**src/rtl/stopwatch_bcd_counter.sv**
```systemverilog
// stopwatch_bcd_counter
//   Stopwatch timebase plus a 4-digit BCD counter in SS.hh format
//   (00.00 .. 59.99). The counter advances one hundredth of a second per tick.
//   The tick is produced by dividing clk by DIV = CLK_HZ / TICK_HZ.
//   CLK_HZ must be an integer multiple of TICK_HZ, and DIV must be >= 2.
//
// Ports
//   clk        in   system clock, everything on posedge
//   rst        in   synchronous active-high reset
//   btn_start  in   start/stop button level (debounced), acts on rising edge
//   btn_clear  in   clear button level (debounced), acts on rising edge
//   btn_lap    in   lap button level, acts on rising edge (LAP_EN builds only)
//   x          out  {sec_tens, sec_ones, hund_tens, hund_ones} packed BCD
//   running    out  high while the stopwatch is in RUN
//   overflow   out  one-cycle pulse on the wrap 59.99 -> 00.00
//
// Configuration
//   LAP_EN  when defined, adds btn_lap and a lap-hold display register.
//           When it is undefined, x always shows the live count.
//
// FSM states
//   state | meaning
//   IDLE  | cleared, count at zero, prescaler at zero
//   RUN   | prescaler counting, count advances on every tick
//   PAUSE | stopped, count and partial prescaler value are kept

module stopwatch_bcd_counter #(
  parameter int CLK_HZ  = 100_000_000,
  parameter int TICK_HZ = 100
) (
  input  logic        clk,
  input  logic        rst,
  input  logic        btn_start,
  input  logic        btn_clear,
`ifdef LAP_EN
  input  logic        btn_lap,
`endif
  output logic [15:0] x,
  output logic        running,
  output logic        overflow
);

  localparam int DIV = CLK_HZ / TICK_HZ;
  localparam int PW  = $clog2(DIV);
  localparam logic [PW-1:0] PRE_LAST = PW'(DIV - 1);

  typedef enum logic [1:0] {
    IDLE  = 2'd0,
    RUN   = 2'd1,
    PAUSE = 2'd2
  } state_t;

  state_t state_q, state_d;
  logic   running_d;

  // Edge-detect history resets to 1 so a button held through reset release
  // does not register as a press.
  logic start_q, clear_q;
  logic start_e, clear_e;

  logic [PW-1:0] presc_q;
  logic [15:0]   count_q;
  logic [15:0]   count_inc;
  logic          tick;

  always_ff @(posedge clk) begin
    if (rst) begin
      start_q <= 1'b1;
      clear_q <= 1'b1;
    end else begin
      start_q <= btn_start;
      clear_q <= btn_clear;
    end
  end

  assign start_e = btn_start & ~start_q;
  assign clear_e = btn_clear & ~clear_q;

  // State register
  always_ff @(posedge clk) begin
    if (rst) begin
      state_q <= IDLE;
      running <= 1'b0;
    end else begin
      state_q <= state_d;
      running <= running_d;
    end
  end

  // Next-state logic; clear has priority over a coincident start
  always_comb begin
    state_d = state_q;
    if (clear_e) begin
      state_d = IDLE;
    end else if (start_e) begin
      case (state_q)
        IDLE:    state_d = RUN;
        RUN:     state_d = PAUSE;
        PAUSE:   state_d = RUN;
        default: state_d = IDLE;
      endcase
    end
  end

  // Output logic: running is registered from the next state so it tracks
  // state_q exactly without decoding the state after the flop.
  always_comb begin
    running_d = (state_d == RUN);
  end

  assign tick = (state_q == RUN) && (presc_q == PRE_LAST);

  // BCD increment with ripple carry; sec_tens rolls over at 5 so 59.99 wraps
  // to 00.00.
  always_comb begin
    count_inc = count_q;
    if (count_q[3:0] != 4'd9) begin
      count_inc[3:0] = count_q[3:0] + 4'd1;
    end else begin
      count_inc[3:0] = 4'd0;
      if (count_q[7:4] != 4'd9) begin
        count_inc[7:4] = count_q[7:4] + 4'd1;
      end else begin
        count_inc[7:4] = 4'd0;
        if (count_q[11:8] != 4'd9) begin
          count_inc[11:8] = count_q[11:8] + 4'd1;
        end else begin
          count_inc[11:8] = 4'd0;
          if (count_q[15:12] != 4'd5) begin
            count_inc[15:12] = count_q[15:12] + 4'd1;
          end else begin
            count_inc[15:12] = 4'd0;
          end
        end
      end
    end
  end

  // Prescaler and live count. The prescaler only moves in RUN, so a pause
  // keeps the partial tick and resume continues from it.
  always_ff @(posedge clk) begin
    if (rst) begin
      presc_q  <= '0;
      count_q  <= 16'h0000;
      overflow <= 1'b0;
    end else if (clear_e) begin
      presc_q  <= '0;
      count_q  <= 16'h0000;
      overflow <= 1'b0;
    end else begin
      overflow <= 1'b0;
      if (state_q == RUN) begin
        if (tick) begin
          presc_q  <= '0;
          count_q  <= count_inc;
          overflow <= (count_q == 16'h5999);
        end else begin
          presc_q <= presc_q + PW'(1);
        end
      end
    end
  end

`ifdef LAP_EN
  logic        lap_q;
  logic        lap_e;
  logic        lap_hold;
  logic [15:0] lap_val;

  always_ff @(posedge clk) begin
    if (rst) begin
      lap_q <= 1'b1;
    end else begin
      lap_q <= btn_lap;
    end
  end

  assign lap_e = btn_lap & ~lap_q;

  // A lap press toggles the hold only while running. Stopping the stopwatch
  // leaves an active hold in place until the next lap press in RUN, or a clear.
  always_ff @(posedge clk) begin
    if (rst) begin
      lap_hold <= 1'b0;
      lap_val  <= 16'h0000;
    end else if (clear_e) begin
      lap_hold <= 1'b0;
      lap_val  <= 16'h0000;
    end else if (lap_e && (state_q == RUN)) begin
      if (!lap_hold) begin
        lap_hold <= 1'b1;
        lap_val  <= count_q;
      end else begin
        lap_hold <= 1'b0;
      end
    end
  end

  assign x = lap_hold ? lap_val : count_q;
`else
  assign x = count_q;
`endif

endmodule
```
**config.mk**
```make
export PLATFORM = sky130hd
export DESIGN_NAME = stopwatch_bcd_counter
export DESIGN_NICKNAME = d
export VERILOG_FILES = /design/src/rtl/stopwatch_bcd_counter.sv
export SDC_FILE = /design/constraint.sdc
export NUM_CORES = 1
export LEC_CHECK = 0
export ABC_AREA = 1
export CORE_MARGIN = 8
export CORE_UTILIZATION = 35
export DETAILED_ROUTE_END_ITERATION = 10
export GPL_TIMING_DRIVEN = 0
export PLACE_DENSITY = 0.58
export SYNTH_ARGS = -nofsm -noshare
export SYNTH_HDL_FRONTEND = slang
export SYNTH_SLANG_ARGS = --single-unit
```
**constraint.sdc**
```tcl
create_clock -name clk -period 3.6 [get_ports clk]
set_input_delay 1.08 -clock clk [delete_from_list [all_inputs] [get_ports clk]]
set_output_delay 1.08 -clock clk [all_outputs]
set_load 0.01 [all_outputs]
```
# Word level (Yosys, flattened, before mapping)
# Cells that the tools add are included.
[classes] bitwise=9 n_eq_ne=9 n_mux=8 mul=0 shift=0 n_lt_le_gt_ge=0 n_reduce_logical=9 add_sub_neg=5 n_div=0
[op_table] cell="$add 20x1->20 const B" n=1
[op_table] cell="$eq 20x20->1 const B" n=1
[op_table] cell="$mux 20" n=1
[op_table] cell="$add 4x1->4 const B" n=4
[op_table] cell="$eq 16x15->1 const B" n=1
[op_table] cell="$mux 4" n=4
[op_table] cell="$ne 4x4->1 const B" n=3
[op_table] cell="$not 1->1" n=7
[op_table] cell="$reduce_and 5->1" n=1
[op_table] cell="$eq 2x1->1 const B" n=2
[op_table] cell="$mux 2" n=2
[op_table] cell="$ne 4x3->1 const B" n=1
[op_table] cell="$pmux 2 s2" n=1
[op_table] cell="$reduce_and 4->1" n=1
[op_table] cell="$reduce_or 2->1" n=2
[op_table] cell="$reduce_or 4->1" n=1
[op_table] cell="$reduce_and 3->1" n=1
[op_table] cell="$and 1x1->1" n=2
[op_table] cell="$eq 2x2->1 const B" n=1
[op_table] cell="$logic_not 2->1" n=1
[op_table] cell="$reduce_and 2->1" n=1
[op_table] cell="$logic_and 1x1->1" n=1
[totals] mem_bits_rw=0 output_inout_bits=18 wordCells=50 regBits=42 n_memories=0 romBits=0 latch_bits=0

# Longest topological paths before layout
[logic_depth] word_depth=6 ltp_mapped=12

# Least setup slack after synthesis
# No wires, ideal clock.
[synth_timing] kind="input to register" from="in btn_clear" to="reg count_q[7] (netlist: x[7])" cell_stages=6 setup_slack_ns=1.748 setup_time_ns=0.064 arrival_ns=1.788 path_buffers=1 t_required_ns=3.536 path_cell_list="nand2_1 > nand2_1 > inv_1 > clkbuf_1 > o21ai_0 > nor2_1"
[synth_via] elab_chain_cells=2
[synth_rtl] item="start: declaration" line_no="34" source="input logic btn_clear,"
[synth_rtl] item="$and 1x1->1" line_no="77" source="assign clear_e = btn_clear & ~clear_q;"
[synth_rtl] item="$reduce_or 2->1 (no line)"
[synth_rtl] item="end signal: assignment" line_no="155" source="count_q <= count_inc;"
[synth_rtl] item="end: declaration" line_no="62" source="logic [15:0] count_q;"
# No other way between the ends.
# A chain may end at the register's enable or synchronous reset.

# Worst setup path in the final report
[layout_timing] from="reg count_q[8] (netlist: x[8])" to="out x[8]"
[layout_lines] item="end: declaration" line_no="38" source="output logic [15:0] x,"
# No word-level cell between the ends.

==> metrics.cfg <==
[outcome]
status = complete, no violations

[floorplanning]
rows = 29
start_util = 0.354
die_w_um = 95.5
ios = 22
core_sq_um = 6240
die_h_um = 95.5
die_area_sq_um = 9120

[critical_path]
crit_required_ps = 2520
crit_arrival_ps = 1350
worst-path-buf-inv = 1
critPathCaptureType = primary output
slowest_stage = clkdlybuf4s50_1
worstSetupPathType = reg -> out
start_kind = flop
worstPathCellList = clkdlybuf4s50_1
crit_fanout = 8
path_delay_family = buffers and inverters
critPathMaxStageDelay_ps = 590

[detailed_routing]
ant_nets = 0
drcViolationCount = 0
drt-total-wl_mm = 4.98
drt_first_pass_iters = 4
num_vias = 2034
wl_per_cell_um = 11.7
drt-initial-drc-count = 74
viasPerCell = 4.76

[yosys]
ys.warnings.count = 0
ys_seq_elements = 42
syn_avg_cell_area_sq_um = 6.89
yosysMostFrequentCell = nand2_1
syn-num-nets = 326
synth_compound_area_frac = 0.0860
post-synth-top-area-fraction = 0.380
synth_xor_area_frac = 0.0238
ys_types = 37
synth_simple_gate_area_frac = 0.408
synth.area.top_cells = dfxtp_1, nand2_1, nor2_1, inv_1, nand3_1
yosys-mux-area-fraction = 0
synth_top_family_by_area = simple AND/OR/NAND/NOR gates
synth_fa_ha_area_frac = 0.00566
ys_async_sr_fraction = 0
yosys.area.top_type = dfxtp_1
yosysSeqAreaShare = 0.380
synth_edf_count = 0
synth_cells = 321
syn_area_sq_um = 2210
ys_top_cells_by_count = nand2_1, nor2_1, inv_1
synth_ff_type = dfxtp_1

[power]
vdd_drop_max_v = 0.000222
leakage_nw = 0.984
powerDensity_nw_per_um2 = 334

[global_routing]
antenna_found_initial = 0
grt_overflow = 0
grt_pass1_wl_mm = 8.49
grt_pass1_vias = 1848
grt_max_degree = 13
grt.total_usage = 0.117

[sta]
slew_headroom = 0.633
fin_crit_ps = 2430
fmax_mhz = 412
min_period_over_period = 0.674
hold_violations = 0
setup_tns_ps = 0
setup_viol = 0
rsz0062_at_grt = false
maxSlewViolCount = 0
fin_skew_ps = 12.9
worstMarginPinSlew_ps = 550

[cts]
post_cts_resized = 0
clk_path_buf_depth = 2
numCtsBuffers = 5
cts_tree = yes
cts_hold_buffers = 0
htreeDepth = 2
cts_setup_buffers = 0
cts_num_sinks = 42
clk_pin_slew_worst_paths_ps = 90
cts_root_buf = clkbuf_8
insertion_delay_ps = 300

[final_layout]
synthToLayoutAreaGrowth_pct = 18.7
multi_input_area_sq_um = 1160
fill_cells = 690
drive_above_1_share = 0.129
seq_area_sq_um = 841
n_antenna_cell = 0
final_cells = 427
nets = 354

[placed_design]
portBuffers = 21
place_hpwl_mm = 3.82
place_inst = 419
place.gp.congestion = 0.804

[job]
maxCapViolations = 0

[min_path]
min_path_type = reg -> reg

==> kinds of logic after synthesis <==
logic type,Yosys count
buffers and inverters,54
flip-flops,42
XOR/XNOR,6
AO/OA/AOI/OAI,34
adder cells (fa/ha/maj),1
AND/OR/NAND/NOR,184
==> layout make-up <==
cell class              count  share of cell area
inverters                  50              0.0720
repair buffers             21              0.0801
well taps                  77              0.0367
flip-flops and latches     42               0.320
clock inverters             1              0.0114
clock buffers               7              0.0291
multi-input cells         225               0.441
plain buffers               4             0.00906
==> per-stage QoR <==
step | util | setup slack (ps) | power (mW) | hold WS [ps] | instance area, sq um
after floorplan | - | 1750 | 0.503 | 452 | 2210
after CTS | 0.420 | 1150 | 0.886 | 492 | 2620
after detailed placement | 0.403 | 934 | 0.515 | 472 | 2520
after global routing | 0.420 | 1110 | 0.905 | 506 | 2620
final | 0.420 | 1170 | 0.875 | 490 | 2620
after global placement | 0.403 | 910 | 0.515 | 471 | 2520
==> final timing paths <==
kind                            cells after the start  endpoint  startpoint  slack [ps]
worst min-delay path                                2     x[14]       x[14]         490
worst max-delay path                                1      x[8]        x[8]        1170
worst min register to register                      2     x[14]       x[14]         490
worst max register to register                      9      x[9]  presc_q[0]        1900
==> power by group <==
| part | switching (mW) | internal, mW |
|---|---|---|
| combinational | 0.0218 | 0.0123 |
| clock | 0.164 | 0.208 |
| sequential | 0.00183 | 0.468 |
| total | 0.187 | 0.688 |
==> flip-flops by register name, indices dropped and copies added (netlist names) <==
register	cells
presc_q	20
x	16
state_q	2
clear_q	1
overflow	1
running	1
start_q	1
==> cell usage in the layout (no fill, tap or decap), types with 2 or more instances in the layout <==
cell and instances:
o21ai_0 10, nor2_4 4, clkdlybuf4s50_1 21, nand3b_1 2
clkbuf_8 5, inv_2 6, dfxtp_1 42, nand4_1 10
nand3_1 20, o21ai_1 2, nor2_1 46, nand3_2 3
nand2_1 63, clkbuf_1 3, nand2_2 7, nor2_2 11
a21oi_1 14, xor2_1 5, inv_1 43, nor4_1 3
a211oi_1 2, nor3_1 9, o211ai_1 2
==> layer usage <==
metal	part of all wire	routed length (um)	up-vias	global-route usage
li1	-	-	1085	-
met1	0.50	2510	919	0.147
met2	0.45	2230	23	0.185
met3	0.034	168	7	0.0323
met4	0.014	68	0	0.0448
met5	0	0	-	0
Note: power is estimated with default switching activity, not from simulation.
